[src/rtl/rom_fetch_arbiter_if.sv]
// Request/grant/data bundle between the two ROM clients, the shared ROM and
// the fetch arbiter. The arbiter uses the slave view; clients and ROM use master.
interface rom_fetch_arbiter_if #(
    parameter int ADDR_W = 5,
    parameter int DATA_W = 4,
    parameter int BURST  = 4
);
    logic                    req0;
    logic [ADDR_W-1:0]       base0;
    logic                    req1;
    logic [ADDR_W-1:0]       base1;
    logic                    gnt0;
    logic                    gnt1;
    logic                    done0;
    logic                    done1;
    logic [BURST*DATA_W-1:0] word;
    logic                    busy;
    logic [ADDR_W-1:0]       rom_addr;
    logic [DATA_W-1:0]       rom_q;

    modport slave (
        input  req0, base0, req1, base1, rom_q,
        output gnt0, gnt1, done0, done1, word, busy, rom_addr
    );

    modport master (
        output req0, base0, req1, base1, rom_q,
        input  gnt0, gnt1, done0, done1, word, busy, rom_addr
    );
endinterface

[src/rtl/rom_fetch_arbiter.sv]
// Round-robin arbiter and pipelined burst fetch engine for the shared
// nibble-wide password/ID ROM. Each grant streams BURST consecutive addresses
// and returns them packed MSB-first with a one-cycle done pulse.
module rom_fetch_arbiter #(
    parameter int ADDR_W  = 5,
    parameter int DATA_W  = 4,
    parameter int BURST   = 4,
    parameter int ROM_LAT = 2
) (
    input  logic clk,
    input  logic rst,
    rom_fetch_arbiter_if.slave bus
);
    localparam int WORD_W = BURST * DATA_W;
    localparam int CNT_W  = $clog2(BURST + 1);

    typedef enum logic [1:0] {IDLE, ISSUE, DRAIN, DONE} state_t;

    state_t              state_q, state_d;
    logic                gnt_q, gnt_d;
    logic                gnt_port_q, gnt_port_d;
    logic                last_served_q, last_served_d;
    logic                done_q, done_d;
    logic [WORD_W-1:0]   word_q, word_d;
    logic [WORD_W-1:0]   word_sr_q, word_sr_d;
    logic [ADDR_W-1:0]   rom_addr_q, rom_addr_d;
    logic [CNT_W-1:0]    cnt_q, cnt_d;
    logic [ROM_LAT:0]    vld_q, vld_d;

    logic issue;
    logic capture;
    logic pick;

    // State register: all flops, synchronous active-low reset abandons any burst.
    always_ff @(posedge clk) begin
        // NOTE: sequential state uses non-blocking assignments so every flop
        // samples the pre-edge values, independent of statement order.
        if (!rst) begin
            state_q       <= IDLE;
            gnt_q         <= 1'b0;
            gnt_port_q    <= 1'b0;
            last_served_q <= 1'b1;
            done_q        <= 1'b0;
            word_q        <= '0;
            word_sr_q     <= '0;
            rom_addr_q    <= '0;
            cnt_q         <= '0;
            vld_q         <= '0;
        end else begin
            state_q       <= state_d;
            gnt_q         <= gnt_d;
            gnt_port_q    <= gnt_port_d;
            last_served_q <= last_served_d;
            done_q        <= done_d;
            word_q        <= word_d;
            word_sr_q     <= word_sr_d;
            rom_addr_q    <= rom_addr_d;
            cnt_q         <= cnt_d;
            vld_q         <= vld_d;
        end
    end

    // Next-state: arbitration, address issue, capture pipeline and word assembly.
    always_comb begin
        // NOTE: every signal gets a default first so no path leaves it
        // unassigned, which would otherwise infer a latch.
        state_d       = state_q;
        gnt_d         = gnt_q;
        gnt_port_d    = gnt_port_q;
        last_served_d = last_served_q;
        done_d        = 1'b0;
        word_d        = word_q;
        word_sr_d     = word_sr_q;
        rom_addr_d    = rom_addr_q;
        cnt_d         = cnt_q;
        issue         = 1'b0;
        pick          = 1'b0;
        capture       = vld_q[ROM_LAT];

        // A valid bit leaving the pipeline means rom_q now holds that nibble.
        if (capture) begin
            word_sr_d = (word_sr_q << DATA_W) | WORD_W'(bus.rom_q);
        end

        case (state_q)
            IDLE: begin
                if (bus.req0 || bus.req1) begin
                    // On a tie the port that was not served last wins.
                    pick       = (bus.req0 && bus.req1) ? ~last_served_q : bus.req1;
                    gnt_d      = 1'b1;
                    gnt_port_d = pick;
                    rom_addr_d = pick ? bus.base1 : bus.base0;
                    cnt_d      = CNT_W'(1);
                    word_sr_d  = '0;
                    issue      = 1'b1;
                    state_d    = (BURST == 1) ? DRAIN : ISSUE;
                end
            end
            ISSUE: begin
                rom_addr_d = rom_addr_q + ADDR_W'(1);
                cnt_d      = cnt_q + CNT_W'(1);
                issue      = 1'b1;
                if (cnt_q == CNT_W'(BURST - 1)) begin
                    state_d = DRAIN;
                end
            end
            DRAIN: begin
                // Last nibble: exiting valid bit with nothing behind it.
                if (capture && (vld_q[ROM_LAT-1:0] == '0)) begin
                    word_d        = word_sr_d;
                    done_d        = 1'b1;
                    last_served_d = gnt_port_q;
                    state_d       = DONE;
                end
            end
            DONE: begin
                gnt_d   = 1'b0;
                state_d = IDLE;
            end
            default: state_d = IDLE;
        endcase

        vld_d = {vld_q[ROM_LAT-1:0], issue};
    end

    // Outputs: steer the shared grant/done flops to the owning port.
    always_comb begin
        bus.gnt0     = gnt_q & ~gnt_port_q;
        bus.gnt1     = gnt_q & gnt_port_q;
        bus.done0    = done_q & ~gnt_port_q;
        bus.done1    = done_q & gnt_port_q;
        bus.word     = word_q;
        bus.busy     = (state_q != IDLE);
        bus.rom_addr = rom_addr_q;
    end
endmodule

[src/flat_wrapper.sv]
// flat-port wrapper written by rule: the top's interface ports become plain ports
module rom_fetch_arbiter_flat 
#(
    parameter int ADDR_W  = 5,
    parameter int DATA_W  = 4,
    parameter int BURST   = 4,
    parameter int ROM_LAT = 2
)
  (clk, rst, bus_req0, bus_base0, bus_req1, bus_base1, bus_rom_q, bus_gnt0, bus_gnt1, bus_done0, bus_done1, bus_word, bus_busy, bus_rom_addr);
  rom_fetch_arbiter_if #(.ADDR_W(ADDR_W), .DATA_W(DATA_W), .BURST(BURST)) bus_i ();
  input  logic clk;
  input  logic rst;
  input wire logic [$bits(bus_i.req0)-1:0] bus_req0;
  input wire logic [$bits(bus_i.base0)-1:0] bus_base0;
  input wire logic [$bits(bus_i.req1)-1:0] bus_req1;
  input wire logic [$bits(bus_i.base1)-1:0] bus_base1;
  input wire logic [$bits(bus_i.rom_q)-1:0] bus_rom_q;
  output wire logic [$bits(bus_i.gnt0)-1:0] bus_gnt0;
  output wire logic [$bits(bus_i.gnt1)-1:0] bus_gnt1;
  output wire logic [$bits(bus_i.done0)-1:0] bus_done0;
  output wire logic [$bits(bus_i.done1)-1:0] bus_done1;
  output wire logic [$bits(bus_i.word)-1:0] bus_word;
  output wire logic [$bits(bus_i.busy)-1:0] bus_busy;
  output wire logic [$bits(bus_i.rom_addr)-1:0] bus_rom_addr;
  assign bus_i.req0 = bus_req0;
  assign bus_i.base0 = bus_base0;
  assign bus_i.req1 = bus_req1;
  assign bus_i.base1 = bus_base1;
  assign bus_i.rom_q = bus_rom_q;
  assign bus_gnt0 = bus_i.gnt0;
  assign bus_gnt1 = bus_i.gnt1;
  assign bus_done0 = bus_i.done0;
  assign bus_done1 = bus_i.done1;
  assign bus_word = bus_i.word;
  assign bus_busy = bus_i.busy;
  assign bus_rom_addr = bus_i.rom_addr;
  rom_fetch_arbiter #(.ADDR_W(ADDR_W), .DATA_W(DATA_W), .BURST(BURST), .ROM_LAT(ROM_LAT)) u_core (.clk(clk), .rst(rst), .bus(bus_i));
endmodule
[config.mk]
export PLATFORM = sky130hd
export DESIGN_NAME = rom_fetch_arbiter_flat
export DESIGN_NICKNAME = d
export VERILOG_FILES = /design/src/rtl/rom_fetch_arbiter_if.sv /design/src/rtl/rom_fetch_arbiter.sv /design/src/flat_wrapper.sv
export SDC_FILE = /design/constraint.sdc
export NUM_CORES = 1
export LEC_CHECK = 0
export BUFFER_PORTS_ARGS = -buffer_cell sky130_fd_sc_hd__buf_4
export CAP_MARGIN = 5
export CORE_AREA = 2 2 49 86
export DETAILED_ROUTE_END_ITERATION = 7
export DIE_AREA = 0 0 51 88
export PLACE_DENSITY = 0.79
export RECOVER_POWER = 25
export SETUP_SLACK_MARGIN = 0.05
export SYNTH_ARGS = -nofsm -noshare
export SYNTH_HDL_FRONTEND = slang
export SYNTH_SLANG_ARGS = --single-unit
[constraint.sdc]
create_clock -name clk -period 2.9 [get_ports clk]
set_input_delay 0.725 -clock clk [delete_from_list [all_inputs] [get_ports clk]]
set_output_delay 0.725 -clock clk [all_outputs]
set_load 0.02 [all_outputs]
# Word-level counts from Yosys, hierarchy flattened

Index checks and enable logic that the tools add are counted.

Output and inout bits: 26
Bits of input ports: 18
Word-level logic and storage cells: 58
Register bits: 49

$add $sub $neg: 2
Bitwise gates (word level): 7
Reductions and logical operators: 14
Multiplexer cells: 18
Eq/ne operators: 7

Operators by type and width:

| operator                                                         | count |
|---|---|
| 16-bit 2-to-1 mux                                                | 3 |
| 16-bit by 4-bit bitwise OR with 16-bit output                    | 1 |
| 5-bit 2-to-1 mux                                                 | 2 |
| 5-bit case mux with 2 select lines                               | 1 |
| 2-bit AND reduction                                              | 5 |
| 2-bit case mux with 4 select lines                               | 1 |
| 2-bit 2-to-1 mux                                                 | 3 |
| 2-bit by 1-bit != test with 1-bit output (second input constant) | 3 |
| 3-bit case mux with 2 select lines                               | 1 |
| 2-bit nonzero test                                               | 3 |
| 5-bit by 1-bit adder with 5-bit output (second input constant)   | 1 |
| 1-bit AND                                                        | 4 |
| 2-bit == test (second input constant)                            | 2 |
| 2-bit logical NOT                                                | 2 |
| 1-bit 2-to-1 mux                                                 | 4 |
| 1-bit case mux with 2 select lines                               | 2 |
| 3-bit by 1-bit adder with 3-bit output (second input constant)   | 1 |
| 3-bit by 2-bit == test with 1-bit output (second input constant) | 1 |
| 3-bit 2-to-1 mux                                                 | 1 |
| 3-bit AND reduction                                              | 1 |
| 2-bit by 1-bit == test with 1-bit output (second input constant) | 1 |
| 1-bit logical AND                                                | 2 |
| 1-bit NOT                                                        | 2 |
| 1-bit logical OR                                                 | 1 |

# Logic depth before layout (Yosys ltp)

Word-level depth: 5
Mapped depth: 7
Depth with buffers taken out: 6

# Worst setup path before layout

OpenSTA, ideal clock, no wires.

Path kind: in2reg
Start point: input bus_req1
End point: register u_core.rom_addr_q[1] (netlist: u_core.bus.rom_addr[1])
Cell stages on the path: 4
Library setup time: 0.131 ns
Arrival: 1.570 ns
Required time: 2.769 ns
Slack: 1.199 ns
Path buffers: 0
Cell sequence: a21boi_2 > mux2_1 > o2111ai_1 > o21ai_1

Longest elaborated chain between the ends: 5
Elaborated cells between the ends (all ways): 8
Those cells by class: 1 x eq/ne; 4 x mux; 3 x reduce/logical

RTL lines:

| element                            | line                    | source |
|---|---|---|
| from (decl)                        | flat_wrapper.sv:15      | `input wire logic [$bits(bus_i.req1)-1:0] bus_req1;` |
| 1-bit logical AND                  | rom_fetch_arbiter.sv:89 | `pick = (bus.req0 && bus.req1) ? ~last_served_q : bus.req1;` |
| 1-bit 2-to-1 mux                   | rom_fetch_arbiter.sv:89 |  |
| 5-bit 2-to-1 mux                   | rom_fetch_arbiter.sv:92 | `rom_addr_d = pick ? bus.base1 : bus.base0;` |
| 5-bit 2-to-1 mux                   | rom_fetch_arbiter.sv:87 | `if (bus.req0 \|\| bus.req1) begin` |
| 5-bit case mux with 2 select lines | rom_fetch_arbiter.sv:85 | `case (state_q)` |
| to (signal assigned)               | rom_fetch_arbiter.sv:57 | `rom_addr_q <= rom_addr_d;` |
| to (decl)                          | rom_fetch_arbiter.sv:26 | `logic [ADDR_W-1:0] rom_addr_q, rom_addr_d;` |

Several ways; a longest one is shown, not always the timed one. The select of a mux whose other input is x is not followed.
A chain may end at the register's enable or synchronous reset.

# Worst setup path after layout

Start point: input rst
End point: register u_core.state_q[1]

RTL lines:

| element              | line                    | source |
|---|---|---|
| from (decl)          | flat_wrapper.sv:12      | `input logic rst;` |
| to (signal assigned) | rom_fetch_arbiter.sv:50 | `state_q <= state_d;` |
| to (decl)            | rom_fetch_arbiter.sv:19 | `state_t state_q, state_d;` |

No word-level cell between the ends.

==> flow_summary.toml <==
[cts]
cts_root_buf = "clkbuf_8"
clk_latency_ps = 290
post_cts_buffers = 0
cts_tree = "yes"
clk_pin_slew_ps = 90
holdBufCountCts = 0
cts_made_buffers = 5
htreeDepth = 2
cts.path.max_buffers = 2
ctsResizeCount = 0
cts.sinks = 49

[timing]
final-setup-viol-count = 0
holdWs_ps = 465
min_period_ps = 2150
hold_violations = 0
fmax_ghz = 0.466
tightest_slew_ps = 1190
post-route-period-util_pct = 74.0
maxSlewHeadroom_pct = 20.4
finalMaxSlewViolations = 0
finalSetupTns_ps = 0
rsz0062_at_grt = "no"
finClkSkew_ps = 4.00

[place]
routabilityCongestion = 0.727
numPortBuffers = 43
dpl.hpwl_mm = 3.01
post_dp_cell_area_sq_um = 2470

[min_path]
whs_path_depth = 1
min_from = "u_core.vld_q[0]"
hold_end = "u_core.vld_q[1]"
hp-class = "register to register"

[grt]
grt_max_degree = 33
overflow = 0
grt_pass1_wl_mm = 6.62
antenna_found_initial = 0
grt_pass1_vias = 1532
grtUsageTotal_pct = 19.3

[logic_synthesis]
synth-xor-area-share_pct = 0
syn_inst = 212
yosysMostFrequentCell = "dfxtp_1"
synth_top_family_by_area = "compound AO/OA/AOI/OAI gates"
ys_top_cells_by_count = "dfxtp_1, nor2_1, mux2i_1"
yosysTopAreaCell = "dfxtp_1"
yosysTopAreaCellShare_pct = 46.2
synth-edff-count = 0
synth_compound_area_share_pct = 17.1
ys_async_sr_fraction_pct = 0
yosys.area_share.adder_pct = 4.72
ys_warn_count = 0
yosysSeqAreaShare_pct = 46.2
syn_area_sq_um = 2120
synth_nets = 238
synth-simple-area-share_pct = 16.3
yosys-top-cells-area = "dfxtp_1, mux2i_1, a211oi_2"
avgSynthCellArea_sq_um = 10.0
synth.lib_cells_used.distinct = 38
synth_ff_type = "dfxtp_1"
synthMuxAreaShare_pct = 11.4
synth-seq-cells = 49

[finish]
final_area_sq_um = 2510
drive_gt1_share_pct = 22.7
nets = 281
areaGrowthSynthToFinish_pct = 18.2
antenna_cells = 0

[critical_path]
reg2reg_depth = 6
crit_chain = "clkbuf_1 > inv_1 > clkbuf_1 > nor2_1"
worstPathMaxFanout = 20
r2r_setup_slack_ps = 1050
cp-start-kind = "primary input"
cp-end-kind = "register"
cpPeakStageDelay_ps = 900
cp_slowest_cell = "clkbuf_1"
crit_top_cell = "clkbuf_1"
r2r-start = "u_core.state_q[1]"
timing_worst_setup_path_type = "primary input to register"
arrival_ps = 2280
cp.required_ps = 3030
rr_endpoint = "u_core.bus.rom_addr[0]"

[route]
via_count = 1622
wl_mm = 4.03
first_pass_iters = 4
drc = 0
drt_iter0_drc = 19
via_per_inst = 5.34
ant_nets = 0
wire_per_inst_microns = 13.2

[floorplan]
initial_core_util_pct = 56.0
core_sq_um = 3790
num_rows = 30
die_area_sq_um = 4490
ios = 44
fp.dieH_microns = 88
die_w_microns = 51

[power_and_ir_drop]
power_density_nw_per_um2 = 752
p_leak_nw = 0.930
ir_worst_vdd_mv = 0.554

[flow_run]
drv_cap = 0

[status]
outcome = "complete, no violations"
metal layers:
metal  global-route usage (%)  share of wire, %  up-vias
met5                        0                 0        -
met4                     7.86               1.6        0
met3                     3.58               4.1        8
met2                     36.6                55       46
met1                     20.1                40      747
li1                         -                 -      821
power breakdown:
part	leakage (nW)	switching, W	total [W]	internal, W
logic	0.481	0.000382	0.000659	0.000276
clock network	0.0512	0.000214	0.000407	0.000193
registers	0.398	0.0000734	0.000821	0.000748
placed cells by master, fill, tap and decap left out, types with 4 or more instances in the layout:
master	count
buf_4	32
ha_1	8
a211oi_2	14
a21oi_1	7
clkbuf_1	14
dfxtp_1	49
inv_1	8
clkbuf_8	6
and2_1	5
mux2i_1	22
nand2_1	8
nor2_1	42
nand2b_1	4
state kept, by name (all words and copies together) (netlist names):
name	cells
u_core.last_served_q	1
u_core.state_q	2
u_core.bus.word	16
u_core.word_sr_q	16
u_core.done_q	1
u_core.gnt_q	1
u_core.cnt_q	3
u_core.gnt_port_q	1
u_core.bus.rom_addr	5
u_core.vld_q	3
through the flow:
stage               worst slack (ps)  total power, W  util [%]  cells
floorplan                       1200         0.00130         -    212
global placement                 971         0.00149      65.2    296
detailed placement               930         0.00151      65.2    296
CTS                              841         0.00191      67.7    304
global route                     621         0.00200      66.1    304
finish                           753         0.00189      66.1    304
worst max path at each step:
stage	start	end	slack (ps)	cells past startpoint
floorplan	bus_req1	u_core.bus.rom_addr[1]	1200	4
global placement	bus_req0	u_core.bus.rom_addr[1]	970	5
detailed placement	bus_req0	u_core.bus.rom_addr[1]	930	5
CTS	u_core.state_q[0]	bus_busy	840	4
global route	rst	u_core.cnt_q[1]	620	4
finish	rst	u_core.state_q[1]	750	4
layout make-up:
class / instances / area (sq um)
tap: 48 / 60.1
inverter: 9 / 33.8
sequential: 49 / 981
fill: 342 / 1280
multi-input combinational: 144 / 1040
timing repair buffer: 46 / 293
clock buffer: 6 / 82.6
clock inverter: 2 / 13.8
kinds of logic (layout without fill, tap and decap cells):
kind of cell,Yosys count,in the layout
AOI/OAI and AO/OA,39,39
adders and majority gates,8,8
muxes,24,24
and+or+nand+nor,73,73
DFF,49,49
buffers and inverters,19,63
critical path: cells and delay by family:
kind	cells	cell delay, ps
buffers and inverters	3	1410
AND/OR/NAND/NOR	1	140
Power figures use the tool's default switching activity.
